## src/rtl/stopwatch_if.sv

```systemverilog
// Stopwatch control/display bundle: divided tick and buttons in, BCD display and status out.
interface stopwatch_if;
    logic        tick_in;
    logic        btn_start;
    logic        btn_lap;
    logic [19:0] disp_bcd;
    logic        running;
    logic        lap_hold;
    logic        wrap;

    modport master (
        output tick_in, btn_start, btn_lap,
        input  disp_bcd, running, lap_hold, wrap
    );

    modport slave (
        input  tick_in, btn_start, btn_lap,
        output disp_bcd, running, lap_hold, wrap
    );
endinterface

```

## src/rtl/stopwatch_ctrl.sv

```systemverilog
// Stopwatch counter: edge-detects the divided tick and buttons, counts min:sec.cs in BCD,
// and runs the IDLE/RUN/LAP/STOP control FSM with a lap display latch.
module stopwatch_ctrl #(
    parameter int unsigned TICK_DIV = 1,
    parameter int unsigned MIN_MAX  = 9
) (
    input  logic       clk,
    input  logic       rst,
    stopwatch_if.slave sw
);

    localparam int unsigned PRE_W = 4;
    localparam logic [PRE_W-1:0] PRE_LAST = PRE_W'(TICK_DIV - 1);
    localparam logic [3:0]       MIN_LAST = 4'(MIN_MAX);

    typedef struct packed {
        logic [3:0] min;
        logic [3:0] sec_t;
        logic [3:0] sec_u;
        logic [3:0] cs_t;
        logic [3:0] cs_u;
    } bcd_t;

    typedef enum logic [1:0] {
        S_IDLE = 2'd0,
        S_RUN  = 2'd1,
        S_LAP  = 2'd2,
        S_STOP = 2'd3
    } state_e;

    state_e           state_q, state_d;
    logic             tick_q, tick_d;
    logic             start_q, start_d;
    logic             lap_q, lap_d;
    logic [PRE_W-1:0] pre_q, pre_d;
    bcd_t             cnt_q, cnt_d;
    bcd_t             lat_q, lat_d;
    bcd_t             disp_q, disp_d;
    logic             wrap_q, wrap_d;
    logic             running_q, running_d;
    logic             lap_hold_q, lap_hold_d;

    logic tick_rise;
    logic start_rise;
    logic lap_rise;
    logic count_en;
    bcd_t cnt_inc;
    logic cnt_roll;

    assign tick_rise  = sw.tick_in   & ~tick_q;
    assign start_rise = sw.btn_start & ~start_q;
    assign lap_rise   = sw.btn_lap   & ~lap_q;
    assign count_en   = tick_rise & ((state_q == S_RUN) | (state_q == S_LAP));

    // Live count plus one centisecond, rippling BCD carries up to the minute digit
    always_comb begin
        cnt_inc  = cnt_q;
        cnt_roll = 1'b0;
        if (cnt_q.cs_u != 4'd9) begin
            cnt_inc.cs_u = cnt_q.cs_u + 4'd1;
        end else begin
            cnt_inc.cs_u = 4'd0;
            if (cnt_q.cs_t != 4'd9) begin
                cnt_inc.cs_t = cnt_q.cs_t + 4'd1;
            end else begin
                cnt_inc.cs_t = 4'd0;
                if (cnt_q.sec_u != 4'd9) begin
                    cnt_inc.sec_u = cnt_q.sec_u + 4'd1;
                end else begin
                    cnt_inc.sec_u = 4'd0;
                    if (cnt_q.sec_t != 4'd5) begin
                        cnt_inc.sec_t = cnt_q.sec_t + 4'd1;
                    end else begin
                        cnt_inc.sec_t = 4'd0;
                        if (cnt_q.min != MIN_LAST) begin
                            cnt_inc.min = cnt_q.min + 4'd1;
                        end else begin
                            cnt_inc.min = 4'd0;
                            cnt_roll    = 1'b1;
                        end
                    end
                end
            end
        end
    end

    // Next-state, prescaler, count, latch and output computation
    always_comb begin
        state_d = state_q;
        tick_d  = sw.tick_in;
        start_d = sw.btn_start;
        lap_d   = sw.btn_lap;
        pre_d   = pre_q;
        cnt_d   = cnt_q;
        lat_d   = lat_q;
        wrap_d  = 1'b0;

        if (count_en) begin
            if (pre_q == PRE_LAST) begin
                pre_d  = '0;
                cnt_d  = cnt_inc;
                wrap_d = cnt_roll;
            end else begin
                pre_d = pre_q + PRE_W'(1);
            end
        end

        case (state_q)
            S_IDLE: begin
                if (start_rise) state_d = S_RUN;
            end
            S_RUN: begin
                if (start_rise) begin
                    state_d = S_STOP;
                end else if (lap_rise) begin
                    state_d = S_LAP;
                    lat_d   = cnt_q;
                end
            end
            S_LAP: begin
                if (start_rise)    state_d = S_STOP;
                else if (lap_rise) state_d = S_RUN;
            end
            S_STOP: begin
                if (start_rise) begin
                    state_d = S_RUN;
                end else if (lap_rise) begin
                    state_d = S_IDLE;
                    cnt_d   = '0;
                    pre_d   = '0;
                    wrap_d  = 1'b0;
                end
            end
            default: state_d = S_IDLE;
        endcase

        disp_d     = (state_q == S_LAP) ? lat_q : cnt_q;
        running_d  = (state_d == S_RUN) | (state_d == S_LAP);
        lap_hold_d = (state_d == S_LAP);
    end

    // Edge-detect registers reset high so a level held through reset is not an edge
    always_ff @(posedge clk) begin
        if (rst) begin
            state_q    <= S_IDLE;
            tick_q     <= 1'b1;
            start_q    <= 1'b1;
            lap_q      <= 1'b1;
            pre_q      <= '0;
            cnt_q      <= '0;
            lat_q      <= '0;
            disp_q     <= '0;
            wrap_q     <= 1'b0;
            running_q  <= 1'b0;
            lap_hold_q <= 1'b0;
        end else begin
            state_q    <= state_d;
            tick_q     <= tick_d;
            start_q    <= start_d;
            lap_q      <= lap_d;
            pre_q      <= pre_d;
            cnt_q      <= cnt_d;
            lat_q      <= lat_d;
            disp_q     <= disp_d;
            wrap_q     <= wrap_d;
            running_q  <= running_d;
            lap_hold_q <= lap_hold_d;
        end
    end

    assign sw.disp_bcd = disp_q;
    assign sw.running  = running_q;
    assign sw.lap_hold = lap_hold_q;
    assign sw.wrap     = wrap_q;

endmodule

```

## src/flat_wrapper.sv

```systemverilog
// flat-port wrapper written by rule: the top's interface ports become plain ports
module stopwatch_ctrl_flat 
#(
    parameter int unsigned TICK_DIV = 1,
    parameter int unsigned MIN_MAX  = 9
)
  (clk, rst, sw_tick_in, sw_btn_start, sw_btn_lap, sw_disp_bcd, sw_running, sw_lap_hold, sw_wrap);
  stopwatch_if sw_i ();
  input  logic clk;
  input  logic rst;
  input wire logic [$bits(sw_i.tick_in)-1:0] sw_tick_in;
  input wire logic [$bits(sw_i.btn_start)-1:0] sw_btn_start;
  input wire logic [$bits(sw_i.btn_lap)-1:0] sw_btn_lap;
  output wire logic [$bits(sw_i.disp_bcd)-1:0] sw_disp_bcd;
  output wire logic [$bits(sw_i.running)-1:0] sw_running;
  output wire logic [$bits(sw_i.lap_hold)-1:0] sw_lap_hold;
  output wire logic [$bits(sw_i.wrap)-1:0] sw_wrap;
  assign sw_i.tick_in = sw_tick_in;
  assign sw_i.btn_start = sw_btn_start;
  assign sw_i.btn_lap = sw_btn_lap;
  assign sw_disp_bcd = sw_i.disp_bcd;
  assign sw_running = sw_i.running;
  assign sw_lap_hold = sw_i.lap_hold;
  assign sw_wrap = sw_i.wrap;
  stopwatch_ctrl #(.TICK_DIV(TICK_DIV), .MIN_MAX(MIN_MAX)) u_core (.clk(clk), .rst(rst), .sw(sw_i));
endmodule
```

## config.mk

```make
export PLATFORM = sky130hd
export DESIGN_NAME = stopwatch_ctrl_flat
export DESIGN_NICKNAME = d
export VERILOG_FILES = /design/src/rtl/stopwatch_if.sv /design/src/rtl/stopwatch_ctrl.sv /design/src/flat_wrapper.sv
export SDC_FILE = /design/constraint.sdc
export NUM_CORES = 1
export LEC_CHECK = 0
export ABC_AREA = 1
export CORE_MARGIN = 5
export CORE_UTILIZATION = 30
export DETAILED_ROUTE_END_ITERATION = 6
export GPL_TIMING_DRIVEN = 0
export MAX_ROUTING_LAYER = met4
export PLACE_DENSITY = 0.49
export SETUP_SLACK_MARGIN = 0.5
export SYNTH_ARGS = -nofsm -noshare
export SYNTH_HDL_FRONTEND = slang
export SYNTH_SLANG_ARGS = --single-unit
```

## constraint.sdc

```tcl
create_clock -name clk -period 1.61 [get_ports clk]
set_clock_uncertainty 0.15 [all_clocks]
set_input_delay 0.161 -clock clk [delete_from_list [all_inputs] [get_ports clk]]
set_output_delay 0.161 -clock clk [all_outputs]
set_load 0.05 [all_outputs]
```

Word level (Yosys, flattened, before mapping)
Index checks and enable logic that the tools add are counted.
Storage, ports and cells
  bits in registers: 72
  bits in latches: 0
  RAM bits: 0
  ROM bits: 0
  output and inout port bits: 23
  word-level logic and storage cells: 90
  memories: 0
Cells by class
  add/sub/neg operators: 6
  multiply operators: 0
  divide/modulo/power cells: 0
  magnitude comparators: 0
  equal/unequal tests: 10
  shift-type cells: 0
  multiplexer cells: 38
  bitwise operators: 10
  reduce and logical (&&, ||, !) cells: 3
Operators with widths (number)
  $mux 20: 6
  $mux 4: 11
  $add 4x1->4 const B: 6
  $mux 16: 1
  $ne 4x4->1 const B: 4
  $mux 2: 7
  $mux 12: 1
  $mux 1: 10
  $mux 8: 1
  $pmux 2 s4: 1
  $eq 2x2->1 const B: 3
  $and 1x1->1: 4
  $eq 2x1->1 const B: 2
  $logic_not 4->1: 1
  $ne 4x3->1 const B: 1
  $not 1->1: 4
  $reduce_and 3->1: 1
  $logic_not 2->1: 1
  $or 1x1->1: 2

Depth between registers and ports, before layout
Gate-level depths: netlist of the first run.
  depth after elaboration: 11
  mapped depth: 11
  mapped depth without buffers: 11

Worst setup path after synthesis of the first run
OpenSTA, ideal clock, no wires.
  path type: register -> register
  start point: register u_core.state_q[1]
  end point: register u_core.cnt_q[19] (netlist name)
  setup time: 0.109 ns
  arrival time: 1.419 ns
  path slack: -0.068 ns
  stages on the path, launching flop included: 12
  path through: dfxtp_1 -> inv_1 -> ha_1 -> nand2_1 -> nor2_4 -> nand2_4 -> nor2_4 -> nand2_2 -> nand2_1 -> nand2_1 -> nand2_1 -> inv_1
Between the ends
  word-level cells in the longest chain between the ends: 7
  elaborated cells on any way between the ends: 9
RTL lines
  from (decl): line stopwatch_ctrl.sv:31  | state_e state_q, state_d;
  from (signal assigned): line stopwatch_ctrl.sv:157  | state_q <= state_d;
  $eq 2x1->1 or $eq 2x2->1 (tied branches): line stopwatch_ctrl.sv:53  | assign count_en = tick_rise & ((state_q == S_RUN) | (state_q == S_LAP));
  $or 1x1->1: line stopwatch_ctrl.sv:53
  $and 1x1->1: line stopwatch_ctrl.sv:53
  $mux 20: line stopwatch_ctrl.sv:98  | if (count_en) begin
  $mux 20: line stopwatch_ctrl.sv:127  | end else if (lap_rise) begin
  $mux 20: line stopwatch_ctrl.sv:125  | if (start_rise) begin
  $mux 20 *: line stopwatch_ctrl.sv:108  | case (state_q)
  to (signal assigned): line stopwatch_ctrl.sv:162  | cnt_q <= cnt_d;
  to (decl): line stopwatch_ctrl.sv:36  | bcd_t cnt_q, cnt_d;
Every way passes the cells marked *; elsewhere a longest branch is shown, timed or not.
A chain may end at the register's enable or synchronous reset.

Worst setup path in the final report of the first run
  start point: register u_core.state_q[1]
  end point: register u_core.running_q (netlist: u_core.sw.running)
Between the ends
  word-level cells in the longest chain between the ends: 5
  elaborated cells on any way between the ends: 15
RTL lines
  $mux 2 (on tied branches): line stopwatch_ctrl.sv:127, stopwatch_ctrl.sv:115, stopwatch_ctrl.sv:122
  $mux 2 (on tied branches): line stopwatch_ctrl.sv:125, stopwatch_ctrl.sv:113, stopwatch_ctrl.sv:121
  $pmux 2 s4 *: line stopwatch_ctrl.sv:108
  named net u_core.state_d[1]: line stopwatch_ctrl.sv:31
  $eq 2x1->1 or $eq 2x2->1 (tied branches): line stopwatch_ctrl.sv:138  | running_d = (state_d == S_RUN) | (state_d == S_LAP);
  $or 1x1->1 *: line stopwatch_ctrl.sv:138
  to (signal assigned): line stopwatch_ctrl.sv:166  | running_q <= running_d;
  to (decl): line stopwatch_ctrl.sv:40  | logic running_q, running_d;
The timed path passes the listed nets; every way through them passes the cells marked *.

==> run_results.csv, run 1 <==
group,metric,value,unit
power,power_density,730.5,nW/um^2
yosys,synthArstFlopShare,0,
timing,grt_setup_unrepaired,"yes",
clock_network,cts_buffers,9,
yosys,ys_types,27,
timing,maxSlewHeadroom,0.7792,
critical_path,critical_path.cell_chain,"buf_4 > buf_6 > ha_4 > inv_4 > clkbuf_16 > nand2_4 > nand2_4 > a21oi_4 > ha_4 > nor2_2",
timing,hold_viol,0,
placed_design,numPortBuffers,27,
floorplan,start_util,0.3071,
clock_network,clock-sinks,72,
grt,grt_usage,0.1433,
critical_path,critPathBufInv,4,
grt,antenna_found_initial,0,
finish,stdcell_count,599,
finish,diodes,0,
run,drv_cap,0,
grt,grt_pass1_vias,2759,
clock_network,clk_latency,0.35,ns
power,peakVddDrop,0.3076,mV
critical_path,cp-start-kind,"register",
floorplan,die-area,12050,sq um
critical_path,crit_path_end_kind,"register",
critical_path,crit_slowest_cell,"dfxtp_4",
routing,ant_nets,0,
grt,top_usage_layer,"met2",
clock_network,ctsHoldBuffers,0,
timing,setup_ws,-0.09860,ns
finish,nNetsFinal,475,
yosys,synth_top_area_share,0.4824,
routing,drcViolationCount,0,
timing,setup_viol,29,
yosys,netlist_instances,386,
finish,fillers,910,
placed_design,gp_congestion,0.7934,
floorplan,die_w,109.8,microns
grt,overflow,0,
grt,grt_use_met1,0.1683,
yosys,ys_warn_count,0,
timing,worstMarginPinSlew,0.3312,ns
yosys,synth_largest_area_cell,"dfxtp_1",
placed_design,dp_hpwl,5037,microns
finish,area_growth,62.94,%
critical_path,cp_slowest_stage_delay,0.36,ns
clock_network,htree_levels,3,
timing,max_freq,585.3,MHz
timing,drv_slew,0,
floorplan,dieHeight,109.8,microns
timing,min_period_over_period,1.061,
placed_design,dp.cells,546,
routing,drt-initial-drc-count,60,
floorplan,coreArea,9729,sq um
critical_path,critPathKind,"reg -> reg",
yosys,synth_top_cells_by_count,"dfxtp_1 (72), nand2_1 (60), o21ai_0 (50)",
grt,met3_usage,0.03876,
yosys,yosysSeqAreaShare,0.4824,
routing,drtPass1Iterations,4,
yosys,synth_fp_nets,398,
floorplan,io_pins,28,
critical_path,arrival,1.78,ns
clock_network,cts.reportedPaths.clkPinSlew,0.08,ns
finish,fin_area,4868,sq um
yosys,synthAdderAreaFrac,0.02931,
power,p_leak,1.885,nW
routing,wl,8227,microns
placed_design,placed_area,3492,sq um
clock_network,clock_path_buffers,2,
yosys,yosys.area_share.simple,0.2362,
yosys,yosys-top-cells-area,"dfxtp_1 (48%), o21ai_0 (8.4%), a21oi_1 (8.2%)",
yosys,synth_mux_area_frac,0,
yosys,synth_xor_area_frac,0.008794,
critical_path,worst-path-max-fanout,2,
finish,drive_gt1_frac,0.5000,
clock_network,cts_tree,"built",
grt,grt_max_degree,12,
critical_path,cp.required,1.69,ns
routing,wl_per_cell,13.73,microns
yosys,synthesis.area,2988,sq um
critical_path,critPathTopFamily,"adder cells",
yosys,yosys_most_used_dff,"dfxtp_1",
hold_path,worstHoldPathType,"in -> reg",
floorplan,fp-row-count,36,
yosys,synth.avg_cell_area,7.741,sq um
yosys,synth_top_family_by_area,"simple AND/OR/NAND/NOR gates",
clock_network,cts-root-buf,"clkbuf_8",
status,status,"finished with violations",
yosys,yosysMostFrequentCell,"dfxtp_1",
routing,num_vias,2822,
timing,fin_crit,1.709,ns
yosys,synth_compound_area_frac,0.1700,
yosys,ys_ff_latch,72,
routing,routed_via_density,4.711,
yosys,synth-edff-count,0,
grt,grt_pass1_wl,12970,microns
grt,use_met2,0.2374,
status,violations,"setup timing",
final cells by class:
class / count / area [sq um] / share of cell area
plain buffers: 15 / 227.7 / 0.04677
inverters: 39 / 161.4 / 0.03315
clock inverters: 3 / 43.79 / 0.008995
well taps: 133 / 166.4 / 0.03418
flip-flops and latches: 72 / 1475 / 0.3030
multi-input cells: 260 / 1805 / 0.3709
repair buffers: 66 / 847.1 / 0.1740
clock buffers: 11 / 141.4 / 0.02904
layout by cell type, fill, tap and decap left out, types with 3 or more instances in the layout:
| cell | instances |
|---|---|
| dfxtp_1 | 47 |
| o21ai_1 | 29 |
| clkbuf_8 | 12 |
| inv_2 | 7 |
| nand2_4 | 7 |
| xor2_1 | 3 |
| o21ai_2 | 11 |
| nor2_1 | 32 |
| nand4_1 | 10 |
| or2_2 | 3 |
| o21ai_0 | 5 |
| a21oi_2 | 35 |
| clkdlybuf4s50_1 | 3 |
| nand3_1 | 10 |
| nand2_1 | 49 |
| o21ai_4 | 6 |
| buf_6 | 15 |
| inv_1 | 26 |
| inv_4 | 6 |
| nand2_2 | 8 |
| buf_12 | 4 |
| nand3_2 | 4 |
| buf_4 | 17 |
| buf_8 | 27 |
| dfxtp_2 | 24 |
| nor2_2 | 8 |
| ha_4 | 5 |
| a21oi_1 | 12 |
| nor2_4 | 11 |
| clkbuf_16 | 7 |
| clkbuf_2 | 3 |
cell families (layout without fill, tap and decap cells):
group	Yosys count	after routing
buffers and inverters	54	134
xor gates and xnor gates	3	3
adders and majority gates	7	7
DFF	72	72
AOI/OAI and AO/OA	101	101
and+or+nand+nor	149	149
path summary, 6_finish.rpt:
kind                                         from                 to  slack, ns  cells after the start
worst min-delay path                          rst  u_core.state_q[1]       0.04                      2
worst min register to register    u_core.pre_q[1]    u_core.pre_q[1]       0.34                      2
worst max-delay path            u_core.state_q[1]  u_core.sw.running       -0.1                     10
worst max register to register  u_core.state_q[1]  u_core.sw.running       -0.1                     10
registers in the layout, summed over array words and instances, names as in the netlist:
signal,flops
u_core.start_q,1
u_core.pre_q,4
u_core.sw.disp_bcd,20
u_core.state_q,2
u_core.cnt_q,20
u_core.sw.wrap,1
u_core.sw.running,1
u_core.lat_q,20
u_core.sw.lap_hold,1
u_core.lap_q,1
u_core.tick_q,1
where the power goes:
| group | leakage, nW | internal (mW) | switching [mW] |
|---|---|---|---|
| clock network | 0.0952 | 0.742 | 0.655 |
| logic | 1.20 | 0.158 | 0.184 |
| registers | 0.594 | 1.80 | 0.0160 |
| total | 1.89 | 2.70 | 0.855 |
routing by layer:
metal | wire length [microns] | share of wire | up-vias
met2 | 4161 | 0.51 | 34
met5 | 0 | 0 | -
met3 | 235 | 0.029 | 12
li1 | - | - | 1424
met1 | 3697 | 0.45 | 1352
met4 | 132 | 0.016 | 0
metrics by stage:
step	setup slack, ns	utilization	TNS (ns)	total power [mW]	hold WS [ns]
floorplan	-0.007759	-	-0.02120	1.978	0.07597
global placement	-0.3552	0.3589	-14.03	2.038	0.3159
detailed placement	-0.3544	0.3589	-13.71	2.038	0.3228
CTS	-0.09169	0.4605	-1.082	3.542	0.2279
global route	-0.1815	0.5004	-4.079	3.711	0.05981
finish	-0.09860	0.5004	-1.431	3.556	0.04169
repair_timing:
item                                    in CTS  in global routing
gates resized for setup                    349                 72
hold endpoints to repair                     0                  0
pin swaps                                   27                 26
cloned                                       6                  3
setup buffers                               21                  9
endpoints found under the setup margin      93                 93
Note: power is estimated with default switching activity, not from simulation.
==> inputs of run 2 (changes only) <==
- ABC_AREA: 1 -> default
- CTS_CLUSTER_SIZE: default -> 20
==> run_results.csv, run 2 <==
group,metric,value,unit
routing,wl,7972,microns
status,violations,"setup timing",
timing,hold_viol,0,
clock_network,clock_path_buffers,2,
grt,grt_usage,0.1294,
timing,fin_crit,1.953,ns
yosys,yosys.area_share.simple,0.2615,
power,power_switching,0.8536,mW
routing,num_vias,2681,
yosys,ys_types,56,
critical_path,crit_path_end_kind,"register",
clock_network,htree_levels,3,
timing,grt_setup_unrepaired,"yes",
routing,drcViolationCount,0,
routing,ant_nets,0,
timing,setup_viol,48,
floorplan,dieHeight,111.8,microns
power,p_seq_frac,0.467,
critical_path,worst-path-max-fanout,6,
grt,grt_max_degree,13,
yosys,yosysMostFrequentCell,"dfxtp_1",
placed_design,gp_congestion,0.8229,
routing,wl_per_cell,14.31,microns
power,total_power,3.856,mW
yosys,yosys-top-cells-area,"dfxtp_1 (46%), mux2i_1 (7.1%), nand2_1 (6.3%)",
grt,grt_pass1_wl,12580,microns
yosys,synth_compound_area_frac,0.1102,
yosys,synth_xor_area_frac,0.01971,
yosys,yosys_most_used_dff,"dfxtp_1",
clock_network,cts_buffers,9,
yosys,synthesis.area,3110,sq um
critical_path,cp_slowest_stage_delay,0.49,ns
power,p_leak,1.673,nW
timing,max_freq,512.2,MHz
critical_path,crit_slowest_cell,"or4b_1",
yosys,netlist_instances,349,
status,status,"finished with violations",
hold_path,worstHoldPathType,"in -> reg",
critical_path,cp-start-kind,"register",
finish,area_growth,52.98,%
grt,antenna_found_initial,0,
yosys,ys_warn_count,0,
floorplan,die-area,12500,sq um
clock_network,cts-root-buf,"clkbuf_8",
power,intPower,3.002,mW
yosys,synth_top_area_share,0.4634,
clock_network,clock-sinks,72,
yosys,synth-edff-count,0,
timing,min_period_over_period,1.213,
floorplan,die_w,111.8,microns
run,drv_cap,0,
routing,drt-initial-drc-count,85,
power,peakVddDrop,0.3047,mV
yosys,synth_largest_area_cell,"dfxtp_1",
timing,setup_ws,-0.3425,ns
finish,nNetsFinal,428,
yosys,yosysSeqAreaShare,0.4634,
floorplan,fp-row-count,37,
timing,worstMarginPinSlew,0.5984,ns
timing,maxSlewHeadroom,0.6010,
yosys,synth_mux_area_frac,0.07080,
finish,diodes,0,
yosys,synth_fp_nets,361,
finish,final_cell_mix,"dfxtp_1 (44), buf_8 (32), nor2_1 (31), nand2_1 (28), dfxtp_2 (28)",
timing,hold_ws,0.2746,ns
critical_path,critPathKind,"reg -> reg",
routing,drtPass1Iterations,4,
power,comb_power_share,0.073,
floorplan,start_util,0.3040,
power,sw_frac_of_total,0.2214,
critical_path,critical_path.cell_chain,"inv_2 > ha_4 > and3b_2 > buf_8 > nand4_4 > or4b_1 > a21oi_1",
placed_design,dp_hpwl,4829,microns
yosys,synthAdderAreaFrac,0.02816,
grt,grt_pass1_vias,2640,
clock_network,clk_latency,0.34,ns
yosys,ys_ff_latch,72,
floorplan,io_pins,28,
power,power_density,810.3,nW/um^2
placed_design,dp.cells,512,
routing,routed_via_density,4.813,
yosys,synthArstFlopShare,0,
clock_network,cts.reportedPaths.clkPinSlew,0.08,ns
yosys,synth_top_family_by_area,"simple AND/OR/NAND/NOR gates",
clock_network,cts_tree,"built",
timing,fin_setup_tns,-8.590,ns
yosys,synth.avg_cell_area,8.913,sq um
critical_path,arrival,2.08,ns
yosys,synth_top_cells_by_count,"dfxtp_1 (72), nand2_1 (52), a21oi_1 (36)",
grt,overflow,0,
clock_network,ctsHoldBuffers,0,
floorplan,coreArea,10230,sq um
placed_design,numPortBuffers,27,
finish,drive_gt1_frac,0.4656,
finish,layout_commonest_cell,"dfxtp_1",
power,clkPwrFrac,0.459,
critical_path,cp.required,1.74,ns
finish,stdcell_count,557,
timing,drv_slew,0,
## run 2: critical path: cells and delay by family, from the launching register on
kind                     cells  cell delay [ns]
AND/OR/NAND/NOR              3             0.83
flip-flops                   1             0.35
adder cells (fa/ha/maj)      1             0.25
buffers and inverters        2             0.18
AO/OA/AOI/OAI                1             0.14
## run 2: path summary, 6_finish.rpt
kind | start | end | slack, ns | depth (start not counted)
worst max-delay path | u_core.state_q[1] | u_core.cnt_q[14] | -0.34 | 7
worst min-delay path | sw_tick_in | u_core.tick_q | 0.27 | 2
worst max register to register | u_core.state_q[1] | u_core.cnt_q[14] | -0.34 | 7
worst min register to register | u_core.lat_q[0] | u_core.lat_q[0] | 0.30 | 2
## run 2: cell type report
type	instances	area (sq um)
Sequential cell	72	1476
Clock buffer	11	141.4
Inverter	9	33.78
Buffer	23	220.2
Fill cell	968	5473
Multi-Input combinational cell	245	1869
Tap cell	136	170.2
Timing Repair Buffer	56	743.2
Clock inverter	5	103.9
## run 2: cell families (layout without fill, tap and decap cells)
family	after synthesis	after routing
AOI/OAI and AO/OA	59	59
xor gates and xnor gates	7	7
adders and majority gates	7	7
buffers and inverters	32	104
DFF	72	72
muxes	22	22
and+or+nand+nor	150	150
## run 2: repair_timing
item                                    in CTS  in global routing
hold endpoints to repair                     0                  0
pin swaps                                    9                 29
endpoints found under the setup margin      92                 95
cloned                                       4                  2
gates resized for setup                    249                 82
buffers inserted                            16                  7
## run 2: power by group through the flow
| stage | logic [mW] | clock network, mW | registers [mW] |
|---|---|---|---|
| final | 0.283 | 1.77 | 1.80 |
| after global routing | 0.304 | 1.89 | 1.80 |
| after CTS | 0.248 | 1.81 | 1.80 |
| after detailed placement | 0.179 | 0 | 1.84 |
| after global placement | 0.178 | 0 | 1.84 |
| after floorplan | 0.107 | 0 | 1.86 |
## run 2: metal layers
metal	part of all wire	up-vias	GRT usage
met5	0	-	-
met4	0.016	0	0.05921
met3	0.035	11	0.02554
met2	0.48	37	0.2118
met1	0.47	1289	0.1530
li1	-	1344	-
## run 2: stage by stage
step                worst slack [ns]  area (sq um)    util
global placement             -0.7587          3622  0.3540
floorplan                    -0.2516          3182       -
detailed placement           -0.7733          3622  0.3540
global route                 -0.4285          4758  0.4651
CTS                          -0.3639          4414  0.4315
finish                       -0.3425          4758  0.4651
==> inputs of run 3 (changes only) <==
- PLACE_DENSITY: 0.49 -> 0.47
- clock period: 1.61 -> 2.2 ns (I/O delays scaled with it)
==> run_results.csv, run 3 (synthesized netlist as in run 2, its figures left out) <==
group,metric,value,unit
status,status,"finished, final reports clean",
critical_path,timing.reg2reg.worst_path_depth,7,
timing,setup_viol,0,
grt,overflow,0,
grt,grt_pass1_vias,2397,
clock_network,cts-root-buf,"clkbuf_8",
hold_path,worstHoldEndpoint,"u_core.lat_q[9]",
critical_path,arrival,2.13,ns
power,power_density,597.5,nW/um^2
floorplan,die-area,12500,sq um
clock_network,cts_tree,"built",
timing,min_period_over_period,0.9008,
clock_network,htree_levels,3,
critical_path,critPathBufInv,2,
power,comb_power_share,0.067,
finish,layout_commonest_cell,"dfxtp_1",
power,clkPwrFrac,0.409,
finish,drive_gt1_frac,0.2608,
timing,max_freq,504.6,MHz
critical_path,r2r_end,"u_core.cnt_q[14]",
routing,drcViolationCount,0,
grt,grt_pass1_wl,12220,microns
hold_path,worstHoldPathType,"reg -> reg",
critical_path,critPathKind,"reg -> reg",
power,power_switching,0.6122,mW
hold_path,holdPathStages,2,
clock_network,clock_path_buffers,2,
timing,maxSlewHeadroom,0.6267,
critical_path,worst-path-max-fanout,7,
grt,antenna_found_initial,0,
clock_network,cts_buffers,9,
timing,fin_crit,1.982,ns
floorplan,start_util,0.3040,
power,peakVddDrop,0.2533,mV
hold_path,min_from,"u_core.lat_q[9]",
routing,wl,7475,microns
critical_path,critical_path.cell_chain,"inv_2 > ha_4 > and3b_1 > buf_8 > nand4_4 > or4b_1 > a21oi_1",
routing,routed_via_density,4.702,
routing,drtPass1Iterations,4,
routing,num_vias,2605,
timing,worstMarginPinSlew,0.5600,ns
critical_path,cp_slowest_stage_delay,0.54,ns
critical_path,cp.required,2.35,ns
floorplan,fp-row-count,37,
critical_path,crit_slowest_cell,"or4b_1",
timing,hold_ws,0.3051,ns
timing,hold_viol,0,
timing,drv_slew,0,
floorplan,die_w,111.8,microns
power,p_seq_frac,0.523,
power,sw_frac_of_total,0.2436,
finish,nNetsFinal,425,
finish,stdcell_count,554,
finish,diodes,0,
placed_design,numPortBuffers,27,
power,p_leak,1.600,nW
finish,fillers,1022,
finish,area_growth,35.24,%
floorplan,io_pins,28,
power,intPower,1.901,mW
finish,final_cell_mix,"dfxtp_1 (68), nand2_1 (50), a21oi_1 (32), nor2_1 (31), dlygate4sd2_1 (23)",
critical_path,crit_path_end_kind,"register",
run,drv_cap,0,
placed_design,dp_hpwl,4904,microns
grt,grt_max_degree,13,
clock_network,cts.reportedPaths.clkPinSlew,0.08,ns
floorplan,coreArea,10230,sq um
clock_network,clk_latency,0.36,ns
routing,wl_per_cell,13.49,microns
timing,grt_setup_unrepaired,"yes",
placed_design,dp.cells,512,
critical_path,reg2reg_slack,0.22,ns
grt,grt_usage,0.1256,
placed_design,gp_congestion,0.7396,
critical_path,critPathTopFamily,"simple AND/OR/NAND/NOR gates",
routing,ant_nets,0,
critical_path,cp-start-kind,"register",
floorplan,dieHeight,111.8,microns
routing,drt-initial-drc-count,126,
critical_path,rr_startpoint,"u_core.state_q[0]",
clock_network,clock-sinks,72,
## run 3: cell count changes in the layout (fill, tap and decap cells not counted), moves of 3 or more
cell           change
nand2_1           +22
dlygate4sd2_1     +23
nand2_4            -5
clkbuf_4           +3
buf_4              +4
buf_12             -3
a21oi_2           -18
dfxtp_2           -25
dfxtp_1           +24
clkbuf_2           +4
buf_8             -29
a21oi_1           +18
nand2_2           -17
## run 3: worst min-delay path: stages (launching register included)
cell and delay [ns]:
dfxtp_1 0.31, nand2_1 0.05, a21oi_1 0.05
## run 3: through the flow
| stage | power (mW) | cell area, sq um | setup TNS, ns | setup WS (ns) | utilization |
|---|---|---|---|---|---|
| floorplan | 1.434 | 3142 | 0 | 0.3384 | - |
| global placement | 1.476 | 3582 | -2.983 | -0.3014 | 0.3501 |
| detailed placement | 1.477 | 3582 | -3.059 | -0.3115 | 0.3501 |
| CTS | 2.532 | 3940 | 0 | 0.2364 | 0.3851 |
| global route | 2.616 | 4207 | 0 | 0.1537 | 0.4112 |
| finish | 2.513 | 4207 | 0 | 0.2182 | 0.4112 |
## run 3: power by group through the flow
stage                     logic [mW]  registers, mW  clock network (mW)
after global placement         0.128           1.35                   0
after detailed placement       0.128           1.35                   0
final                          0.169           1.32                1.03
after global routing           0.184           1.32                1.12
after CTS                      0.151           1.32                1.06
after floorplan               0.0739           1.36                   0
## run 3: worst max-delay path by stage
stage / from / to / slack [ns] / cells after the start
2_1_floorplan: u_core.state_q[0] / u_core.cnt_q[14] / 0.34 / 7
3_3_place_gp: sw_btn_start / u_core.pre_q[0] / -0.30 / 6
3_5_place_dp: sw_btn_start / u_core.pre_q[3] / -0.31 / 6
4_1_cts: u_core.state_q[0] / u_core.cnt_q[14] / 0.24 / 7
5_1_grt: u_core.state_q[1] / u_core.cnt_q[14] / 0.15 / 7
6_report: u_core.state_q[0] / u_core.cnt_q[14] / 0.22 / 7
## run 3: per-layer routing
metal / GRT usage / up-vias / part of all wire
met4: 0.06569 / 0 / 0.025
met3: 0.02554 / 13 / 0.031
li1: - / 1336 / -
met1: 0.1562 / 1220 / 0.48
met5: - / - / 0
met2: 0.1918 / 36 / 0.46
## run 3: final cells by class
class / instances / area, sq um / share of cell area
multi-input combinational: 245 / 1739 / 0.4134
sequential: 72 / 1449 / 0.3444
timing repair buffer: 53 / 466.7 / 0.1109
tap: 136 / 170.2 / 0.04045
buffer: 23 / 160.2 / 0.03807
clock buffer: 10 / 127.6 / 0.03034
clock inverter: 6 / 60.06 / 0.01428
inverter: 9 / 33.78 / 0.008031
## run 3: timing repair
action	in CTS	in global routing
buffers inserted	16	10
endpoints found under the hold margin	0	0
gates resized for setup	45	56
setup endpoints to repair	70	63
pin swaps	11	18
hold buffers	0	0
